[config.mk]
export PLATFORM = sky130hd
export DESIGN_NAME = sensores_multi
export DESIGN_NICKNAME = d
export VERILOG_FILES = /design/src/rtl/sensores_multi.sv
export SDC_FILE = /design/constraint.sdc
export NUM_CORES = 1
export LEC_CHECK = 0
export ABC_AREA = 1
export BUFFER_PORTS_ARGS = -buffer_cell sky130_fd_sc_hd__buf_2
export CORE_ASPECT_RATIO = 0.7
export CORE_UTILIZATION = 35
export CTS_CLUSTER_SIZE = 14
export DETAILED_ROUTE_END_ITERATION = 10
export PLACE_DENSITY_LB_ADDON = 0.08
export SETUP_SLACK_MARGIN = 0.3
export SLEW_MARGIN = 25
export SYNTH_ARGS = -nofsm -noshare
export SYNTH_HDL_FRONTEND = slang
export SYNTH_SLANG_ARGS = --single-unit
[constraint.sdc]
create_clock -name clk -period 3.53 [get_ports clk]
set_input_delay 0 -clock clk [delete_from_list [all_inputs] [get_ports clk]]
set_output_delay 0 -clock clk [all_outputs]
set_load 0.01 [all_outputs]
[src/rtl/sensores_multi.sv]
// Multi-channel sensor/button conditioner: two-flop synchroniser, debounce,
// edge pulses and saturating press counters per channel.
module sensores_multi #(
    parameter int N_CANALES      = 2,
    parameter int CICLOS_ESTABLE = 500000,
    parameter int ACTIVO_BAJO    = 0,
    parameter int ANCHO_CONT     = 8
) (
    input  logic                            clk,
    input  logic                            reset,
    input  logic [N_CANALES-1:0]            entradas,
    input  logic                            limpiar_contadores,
    output logic [N_CANALES-1:0]            estables,
    output logic [N_CANALES-1:0]            flanco_subida,
    output logic [N_CANALES-1:0]            flanco_bajada,
    output logic [N_CANALES*ANCHO_CONT-1:0] contadores,
    output logic                            algun_cambio
);

    localparam int ANCHO_DEB = $clog2(CICLOS_ESTABLE + 1);
    localparam logic [ANCHO_DEB-1:0]  DEB_FIN     = ANCHO_DEB'(CICLOS_ESTABLE - 1);
    localparam logic [ANCHO_CONT-1:0] CONT_MAX    = '1;
    localparam logic [N_CANALES-1:0]  SINC_REPOSO = {N_CANALES{ACTIVO_BAJO != 0}};

    logic [N_CANALES-1:0]  r_sinc1;
    logic [N_CANALES-1:0]  r_sinc2;
    logic [N_CANALES-1:0]  r_estables;
    logic [N_CANALES-1:0]  r_subida;
    logic [N_CANALES-1:0]  r_bajada;
    logic [ANCHO_DEB-1:0]  r_deb  [N_CANALES];
    logic [ANCHO_CONT-1:0] r_cont [N_CANALES];
    logic [N_CANALES-1:0]  w_nivel;

    // Polarity is normalised after the synchroniser so everything downstream is active-high.
    assign w_nivel = (ACTIVO_BAJO != 0) ? ~r_sinc2 : r_sinc2;

    always_ff @(posedge clk or posedge reset) begin
        if (reset) begin
            r_sinc1    <= SINC_REPOSO;
            r_sinc2    <= SINC_REPOSO;
            r_estables <= '0;
            r_subida   <= '0;
            r_bajada   <= '0;
            for (int i = 0; i < N_CANALES; i++) begin
                r_deb[i]  <= '0;
                r_cont[i] <= '0;
            end
        end else begin
            r_sinc1 <= entradas;
            r_sinc2 <= r_sinc1;
            for (int i = 0; i < N_CANALES; i++) begin
                r_subida[i] <= 1'b0;
                r_bajada[i] <= 1'b0;
                if (w_nivel[i] == r_estables[i]) begin
                    r_deb[i] <= '0;
                end else if (r_deb[i] == DEB_FIN) begin
                    r_deb[i]      <= '0;
                    r_estables[i] <= w_nivel[i];
                    r_subida[i]   <= w_nivel[i];
                    r_bajada[i]   <= ~w_nivel[i];
                end else begin
                    r_deb[i] <= r_deb[i] + 1'b1;
                end
                // Clear wins over a coincident press.
                if (limpiar_contadores) begin
                    r_cont[i] <= '0;
                end else if (w_nivel[i] && !r_estables[i] && (r_deb[i] == DEB_FIN)
                             && (r_cont[i] != CONT_MAX)) begin
                    r_cont[i] <= r_cont[i] + 1'b1;
                end
            end
        end
    end

    for (genvar g = 0; g < N_CANALES; g++) begin : g_cont
        assign contadores[g*ANCHO_CONT +: ANCHO_CONT] = r_cont[g];
    end

    assign estables      = r_estables;
    assign flanco_subida = r_subida;
    assign flanco_bajada = r_bajada;
    assign algun_cambio  = |{r_subida, r_bajada};

endmodule

==> impl_metrics.ini, run 1 <==
[route]
totalWireLength_um = 8120
vias = 2990
drt_iter0_drc = 192
drcViolationCount = 0
wl_per_cell_um = 13.0
viasPerCell = 4.79
ant_nets = 0
drt-pass1-iter-count = 5

[global_route]
antenna_found_initial = 0
first_global_vias = 2719
grt_util_all_layers_pct = 16.9
busiest_layer = met1
grt-ovfl-total = 0
grt_pass1_wl_um = 13800
use_met1_pct = 25.5
grt_max_degree = 34
met3_usage_pct = 4.84
use_met2_pct = 22.7

[cells_and_area]
area_growth_pct = 15.8
drive_gt1_share_pct = 16.3
stdcell_count = 624
fillers = 1026
fin_area_um2 = 4180
final-seq-area_um2 = 1600
diodes = 0
multi_input_area_um2 = 1740
num-nets-final = 503

[die]
dieArea_um2 = 10700
core-area_um2 = 9830
start_util_pct = 36.7
rows = 30
chipHeight_um = 86.9
ios = 28
die_w_um = 123

[sta]
fin_crit_sh_pct = 49.1
worstMarginPinSlew_ns = 0.955
rsz0062_at_grt = false
hold_viol = 0
fin_ws_ns = 1.80
max-slew-margin-rel_pct = 36.3
clock-skew-final_ns = 0.00766
max_clock_freq_mhz = 577
finalSetupViolCount = 0
final-max-slew-violation-count = 0
fin_crit_ns = 1.73
holdWs_ns = 0.306
setup_tns_ns = 0

[clock_network]
cts_tree = yes
clock-sinks = 64
cts_root_buf = clkbuf_16
worstSkewPairLatency_ns = 0.33
clk_pin_slew_ns = 0.05
cts_buffer_depth = 2
h-tree-depth = 3
numCtsBuffers = 9
cts_setup_buffers = 0

[place]
dpl_worst_slack_ns = 1.80
place_congestion = 0.817
dpl.cell_count = 606
placed_area_um2 = 3870
io_buffer_count = 27
dp_hpwl_um = 5890

[synthesis]
synth_edf_count = 0
synthesis.nets = 469
yosys_warnings = 0
netlist_instances = 458
ys_seq_area_share_pct = 44.4
yosysUniqueCellTypes = 33
synth_area_um2 = 3610
syn_avg_cell_area_um2 = 7.88
ys_seq_elements = 64
ys.flop_type = dfrtp_1
synth-async-reset-ratio_pct = 100

[worst_setup_path]
cp-startpoint = r_deb[19]$_DFF_PP0_
timing.rr.start = r_deb[19]$_DFF_PP0_
cp_common_cell = nand3_2
critical_path_buf_inv_count = 1
r2r_end = contadores[5]$_DFFE_PP0P_
r2r_slack_ns = 1.80
cp-start-kind = flop
slowest_delay_ns = 0.37
reg2reg_depth = 8
critical_path_class = flop to flop
arrival_ns = 1.94
crit_chain = ha_1 > nand3_2 > clkinv_2 > nand3_4 > nor2_4 > nand3_2 > nand3_1 > nand2_1
cpMaxStageDelayCell = dfrtp_1
critPathCapture = contadores[5]$_DFFE_PP0P_
critPathCaptureType = flop
cp_max_fo = 8
required_ns = 3.74
cp.depth = 8
critical-path-top-delay-family = simple AND/OR/NAND/NOR gates

[min_path]
hold_class = input port to flop
worstHoldStart = entradas[0]

[outcome]
outcome = finished clean

[power_and_ir_drop]
ir_drop_mv = 0.243
p_leak_nw = 2.01
powerDensity_nw_per_um2 = 388

[job]
maxCapViolations = 0
==> cell usage in the layout (no fill, tap or decap), types with 3 or more instances in the layout <==
master / synthesis / layout
clkinv_2: 1 / 5
inv_1: 50 / 49
o21ai_0: 7 / 7
nor2_1: 80 / 80
buf_2: 1 / 27
nand3_1: 38 / 38
nor3_2: 4 / 4
dfrtp_1: 64 / 64
clkbuf_16: 0 / 9
nand3_2: 4 / 4
nand4_1: 24 / 24
xnor2_1: 3 / 3
a21oi_1: 7 / 7
dlygate4sd3_1: 0 / 3
nor3_1: 9 / 9
nor3_4: 3 / 3
nand2_1: 93 / 93
nor2_2: 8 / 8
inv_2: 9 / 10
xor2_1: 22 / 22
ha_1: 6 / 6
==> routing by layer <==
| layer | vias up | share of wire (%) |
|---|---|---|
| li1 | 1541 | - |
| met1 | 1375 | 55 |
| met2 | 63 | 39 |
| met3 | 11 | 4.9 |
| met4 | 0 | 1.4 |
| met5 | - | 0 |
==> timing repair <==
action	4_1_cts	5_1_grt
gates resized for setup	0	0
hold buffers	3	0
hold endpoints to repair	34	0
==> state kept, by name, indices dropped and copies added (netlist names) <==
name           flops
flanco_subida      2
estables           2
r_deb             38
contadores        16
r_sinc2            2
r_sinc1            2
flanco_bajada      2
==> report_power, final <==
group | switching (W) | internal (W)
clock | 0.000315 | 0.000504
sequential | 0.00000618 | 0.000742
combinational | 0.0000391 | 0.0000138
==> cells in the mapped netlist, types with 2 or more instances <==
cell	count	area, µm²
a21oi_1	7	35.0
a31oi_1	2	12.5
buf_1	3	11.3
clkbuf_1	3	11.3
dfrtp_1	64	1600
ha_1	6	75.1
inv_1	50	188
inv_2	9	33.8
nand2_1	93	349
nand2_2	2	12.5
nand3_1	38	190
nand3_2	4	40.0
nand3_4	2	35.0
nand3b_1	2	15.0
nand4_1	24	150
nand4_2	2	25.0
nor2_1	80	300
nor2_2	8	50.1
nor2_4	2	22.5
nor3_1	9	45.0
nor3_2	4	40.0
nor3_4	3	48.8
o21ai_0	7	35.0
o21bai_1	2	15.0
xnor2_1	3	26.3
xor2_1	22	193
==> worst min-delay path by stage <==
stage,cells past startpoint,end
global route,2,r_sinc1[0]$_DFF_PP0_
detailed placement,1,r_sinc1[1]$_DFF_PP0_
CTS,2,r_sinc1[1]$_DFF_PP0_
floorplan,0,r_sinc1[0]$_DFF_PP0_
global placement,1,r_sinc1[1]$_DFF_PP0_
finish,2,r_sinc1[0]$_DFF_PP0_
==> layout make-up <==
cell class | instances | share of cell area [%]
clock buffers | 11 | 6.05
clock inverters | 4 | 0.479
repair buffers | 31 | 4.13
flip-flops and latches | 64 | 38.3
well taps | 128 | 3.83
inverters | 60 | 5.42
multi-input cells | 326 | 41.7
==> per-stage QoR <==
step	util (%)	power [W]
floorplan	-	0.000797
finish	42.5	0.00162
global route	42.5	0.00170
CTS	42.5	0.00165
detailed placement	39.4	0.000814
global placement	39.4	0.000814
==> cells by family (layout without fill, tap and decap cells) <==
group / count (synthesis) / in the layout / share of synthesized area, %
AND/OR/NAND/NOR: 276 / 276 / 37.3
buffers and inverters: 68 / 106 / 7.25
flip-flops: 64 / 64 / 44.4
XOR/XNOR: 25 / 25 / 6.07
AO/OA/AOI/OAI: 19 / 19 / 2.91
adder cells (fa/ha/maj): 6 / 6 / 2.08
Power figures use the tool's default switching activity.
==> run 2, diff against run 1 <==
- clock period: 3.53 -> 1.4 ns (I/O delays scaled with it)
==> run 2 against run 1 <==
Hold slack lost 0.095 ns. Global-route usage grew 3.3 points. Critical path depth shrank 1. Combinational power grew to 4.0 times the previous value. The flow now finishes with violations (setup timing). Sequential power grew to 2.5 times the previous value.
==> impl_metrics.ini, run 2 (synthesis results as in run 1) <==
[sta]
max_clock_freq_mhz = 668
fin_crit_ns = 1.50
worstMarginPinSlew_ns = 0.387
fin_ws_ns = -0.0966
finalSetupViolCount = 34
setup_tns_ns = -1.29
max-slew-margin-rel_pct = 74.2
fin_crit_sh_pct = 107
hold_viol = 0
final-max-slew-violation-count = 0
clock-skew-final_ns = 0.00711
rsz0062_at_grt = true

[cells_and_area]
area_growth_pct = 49.5
drive_gt1_share_pct = 41.5
mostFrequentLayoutCell = nand2_1
num-nets-final = 592
layout_common_cells = nand2_1, buf_4, dfrtp_1
fin_util_pct = 54.8
largest_reg_flops = 38
diodes = 0
top_register = r_deb

[global_route]
grt_max_degree = 65
grt_util_all_layers_pct = 20.3
first_global_vias = 3246
grt_pass1_wl_um = 16500
antenna_found_initial = 0
grt-ovfl-total = 0

[worst_setup_path]
cp_max_fo = 5
r2r_end = r_deb[7]$_DFF_PP0_
r2r_slack_ns = -0.1
arrival_ns = 1.72
timing.rr.start = r_deb[0]$_DFF_PP0_
cp-start-kind = flop
critPathCaptureType = flop
critical_path_class = flop to flop
required_ns = 1.62
reg2reg_depth = 7

[die]
core-area_um2 = 9830
die_w_um = 123
start_util_pct = 36.7
chipHeight_um = 86.9
ios = 28
rows = 30
dieArea_um2 = 10700

[clock_network]
worstSkewPairLatency_ns = 0.34
numCtsBuffers = 9
clk_pin_slew_ns = 0.05
h-tree-depth = 3
clock-sinks = 64
cts_buffer_depth = 2
cts_root_buf = clkbuf_16
cts_tree = yes

[place]
dpl_worst_slack_ns = -0.0615
io_buffer_count = 27
dp_hpwl_um = 6680
place_congestion = 0.903

[power_and_ir_drop]
ir_drop_mv = 0.618
p_leak_nw = 2.63
power_w = 0.00420
powerDensity_nw_per_um2 = 778
seqPwrFrac_pct = 45.1
combPwrFrac_pct = 5.0
clockPowerShare_pct = 49.8
swShare_pct = 23.1
p_sw_w = 0.000968
intPower_w = 0.00323

[route]
dr_wl_met2_um = 4040
totalWireLength_um = 9770
wl_met1_um = 5080
viasPerCell = 4.81
drt_iter0_drc = 259
drt-pass1-iter-count = 5
vias = 3427
top_layer_used = met4
dr_wl_met3_um = 571
drcViolationCount = 0
wl_per_cell_um = 13.7
ant_nets = 0

[job]
maxCapViolations = 0

[outcome]
outcome = complete, but fails checks
violations = setup timing

[min_path]
worstHoldStart = limpiar_contadores
holdPathEnd = contadores[13]$_DFFE_PP0P_
hold_class = input port to flop
min_path_cells = 5
==> run 2: power groups by stage <==
stage | registers [W] | logic, W | clock network (W)
detailed placement | 0.00193 | 0.000174 | 0
finish | 0.00190 | 0.000211 | 0.00209
CTS | 0.00190 | 0.000196 | 0.00215
floorplan | 0.00192 | 0.000117 | 0
global placement | 0.00193 | 0.000174 | 0
global route | 0.00190 | 0.000237 | 0.00227
==> run 2: cell type report <==
type,instances,area (µm²)
clock buffer,12,256
inverter,60,251
multi-input combinational,326,2170
sequential,64,1610
clock inverter,3,17.5
timing repair buffer,120,927
fill,895,4440
tap,128,160
==> run 2: worst max-delay path by stage <==
stage	from	to	slack [ns]	cells past startpoint
floorplan	r_deb[19]$_DFF_PP0_	contadores[0]$_DFFE_PP0P_	0.03	8
global placement	r_deb[5]$_DFF_PP0_	r_deb[17]$_DFF_PP0_	-0.05	7
detailed placement	r_deb[1]$_DFF_PP0_	r_deb[12]$_DFF_PP0_	-0.06	7
CTS	r_deb[1]$_DFF_PP0_	r_deb[12]$_DFF_PP0_	-0.07	7
global route	r_deb[1]$_DFF_PP0_	r_deb[12]$_DFF_PP0_	-0.16	7
finish	r_deb[0]$_DFF_PP0_	r_deb[7]$_DFF_PP0_	-0.1	7
==> run 2: timing repair <==
action	in CTS	in global routing
buffers inserted	9	15
endpoints found under the setup margin	58	61
resized for setup	48	46
hold endpoints to repair	66	0
hold buffers	3	0
pin swaps	23	36
==> run 2: stage by stage <==
step	instance area, µm²	hold WS (ns)	std cells
after floorplan	3800	0.0314	458
after global placement	4560	0.111	671
after detailed placement	4560	0.110	671
after CTS	5110	0.190	698
after global routing	5390	0.235	713
final	5390	0.211	713
==> run 2: layer usage <==
layer  vias up  track usage [%]
li1       1717                -
met1      1617             30.4
met2        86             27.6
met3         7             6.35
met4         0             5.37
met5         -                0
==> run 2: worst max-delay path: stages (launching register included) <==
cell     delay [ns]
dfrtp_1        0.40
buf_4          0.14
buf_4          0.14
and3_2         0.27
nand2_4        0.13
buf_4          0.11
xor2_1         0.14
nor2_1         0.05
==> run 3, diff against run 2 <==
- ABC_AREA: 1 -> default
==> run 3 against run 2 <==
Total power rose by 0.41%. Synthesized area fell by 15%. Combinational power rose by 38%. Largest power group unchanged. First-iteration DRC count fell by 46%. Global-route usage fell by 1.1 points. Sequential power barely moved. The run still ends with setup timing left. Wire length fell by 16%. Critical path depth fell by 2. Sequential share of layout area rose by 1.4 points. Register-to-register slack got worse by 0.49 ns. Clock power fell by 2%.
==> impl_metrics.ini, run 3 <==
[route]
drcViolationCount = 0
dr_wl_met3_um = 318
viasPerCell = 4.74
top_layer_used = met4
drt-pass1-iter-count = 4
totalWireLength_um = 8250
ant_nets = 0
vias = 2740
wl_per_cell_um = 14.3
wl_met1_um = 4200
drt_iter0_drc = 139
dr_wl_met2_um = 3620

[cells_and_area]
layout_common_cells = buf_4, dfrtp_1, buf_2
stdcell_count = 578
area_growth_pct = 67.0
largest_reg_flops = 38
top_register = r_deb
num-nets-final = 464
diodes = 0
fin_area_um2 = 5140
mostFrequentLayoutCell = buf_4
drive_gt1_share_pct = 51.7

[global_route]
first_global_vias = 2651
grt-ovfl-total = 0
grt_util_all_layers_pct = 19.1
grt_max_degree = 25
antenna_found_initial = 0
grt_pass1_wl_um = 13000

[min_path]
hold_class = input port to flop

[synthesis]
synth.most_common_cell = dfrtp_1
synth_commonest_cells = dfrtp_1, nor2_1, xor2_1
synth_top_cell_by_area = dfrtp_1
syn_avg_cell_area_um2 = 9.99
synthesis.nets = 319
ys.flop_type = dfrtp_1
ys_seq_area_share_pct = 52.0
yosysUniqueCellTypes = 36
synth_top_area_share_pct = 52.0
netlist_instances = 308
yosys_warnings = 0
synthTopCellsByArea = dfrtp_1, nor2_1, xor2_1
synth-async-reset-ratio_pct = 100
synth_area_um2 = 3080
ys_seq_elements = 64
synth_edf_count = 0

[clock_network]
cts_root_buf = clkbuf_16
cts_tree = yes
numCtsBuffers = 9
worstSkewPairLatency_ns = 0.33
clock-sinks = 64
clk_pin_slew_ns = 0.05
h-tree-depth = 3
cts_buffer_depth = 2

[power_and_ir_drop]
ir_drop_mv = 0.538
swShare_pct = 23.1
powerDensity_nw_per_um2 = 821
p_leak_nw = 2.30
seqPwrFrac_pct = 44.7
combPwrFrac_pct = 6.9
intPower_w = 0.00324
clockPowerShare_pct = 48.3
p_sw_w = 0.000976

[worst_setup_path]
critPathCaptureType = flop
arrival_ns = 2.25
required_ns = 1.66
critical_path_class = flop to flop
cp_max_fo = 5
cp-start-kind = flop

[sta]
holdWs_ns = 0.0518
fin_ws_ns = -0.590
worstMarginPinSlew_ns = 0.535
max-slew-margin-rel_pct = 64.2
setup_tns_ns = -21.43
finalSetupViolCount = 56
final-max-slew-violation-count = 0
fin_crit_sh_pct = 142
max_clock_freq_mhz = 502
hold_viol = 0
fin_crit_ns = 1.99
clock-skew-final_ns = 0.00335
rsz0062_at_grt = true

[place]
dpl_worst_slack_ns = -0.628
dp_hpwl_um = 5320
dpl.cell_count = 543
placed_area_um2 = 4170
io_buffer_count = 27
place_congestion = 0.771

[die]
chipHeight_um = 80.5
dieArea_um2 = 9180
core-area_um2 = 8480
rows = 28
die_w_um = 114
start_util_pct = 36.3
ios = 28

[outcome]
outcome = complete, but fails checks
violations = setup timing

[job]
maxCapViolations = 0
-- run 3: cell types whose count changed in the layout (fill, tap and decap cells not counted), sizes merged, moves of 8 or more --
cell / previous run / this run
nor3: 16 / 8
buf: 117 / 137
nor2: 90 / 58
xnor2: 3 / 14
nand3: 44 / 17
nand4: 26 / 16
inv: 57 / 9
nand2: 95 / 19
-- run 3: repair_timing --
action,CTS,global route
gates cloned,2,2
hold buffers,3,0
resized for setup,35,74
hold endpoints to repair,21,0
pin swaps,18,45
endpoints found under the setup margin,59,61
buffers inserted,7,5
-- run 3: worst max-delay path, stage by stage, from the launching register on --
cell and delay, ns:
dfrtp_1 0.40, nor4b_4 0.32, nand4_1 0.19, or3_4 0.39, or4_1 0.49, a21oi_2 0.12
-- run 3: final cells by class --
class                      instances  area, µm²
clock buffer                      12        246
clock inverter                     4       20.0
fill                             721       3340
inverter                          10       41.3
multi-input combinational        226       1880
sequential                        64       1600
tap                              120        150
timing repair buffer             142       1190
-- run 3: cell families (layout without fill, tap and decap cells) --
group                      count (synthesis)  after routing  synth area share, %
AOI/OAI and AO/OA                         17             17                 3.13
muxes                                      6              6                 2.11
DFF                                       64             64                 52.0
and+or+nand+nor                          160            160                 26.9
adders and majority gates                  6              6                 2.44
xor gates and xnor gates                  37             37                 10.5
buffers and inverters                     18            168                 2.89
-- run 3: worst paths after layout --
kind	start	to	slack, ns	depth (start not counted)
max	r_deb[25]$_DFF_PP0_	contadores[5]$_DFFE_PP0P_	-0.59	5
min	limpiar_contadores	contadores[0]$_DFFE_PP0P_	0.05	2
max reg2reg	r_deb[25]$_DFF_PP0_	contadores[5]$_DFFE_PP0P_	-0.59	5
min reg2reg	r_sinc1[0]$_DFF_PP0_	r_sinc2[0]$_DFF_PP0_	0.40	0
max in group asynchronous	reset	r_deb[22]$_DFF_PP0_	0.66	4
min in group asynchronous	reset	r_deb[0]$_DFF_PP0_	0.25	3
-- run 3: layer usage --
metal,global-route usage (%),up-vias
met3,5.51,8
met4,8.05,0
li1,-,1355
met1,26.7,1332
met2,27.6,45
met5,0,-
-- run 3: power groups by stage --
stage	combinational (W)	clock, W	sequential (W)
after floorplan	0.0000977	0	0.00192
after global placement	0.000184	0	0.00192
after detailed placement	0.000188	0	0.00192
after CTS	0.000243	0.00210	0.00188
after global routing	0.000315	0.00215	0.00189
final	0.000291	0.00204	0.00189
-- run 3: stage by stage --
step / power, W / utilization, %
2_1_floorplan: 0.00202 / -
3_3_place_gp: 0.00210 / 49.2
3_5_place_dp: 0.00211 / 49.2
4_1_cts: 0.00422 / 56.0
5_1_grt: 0.00436 / 60.6
6_report: 0.00422 / 60.6
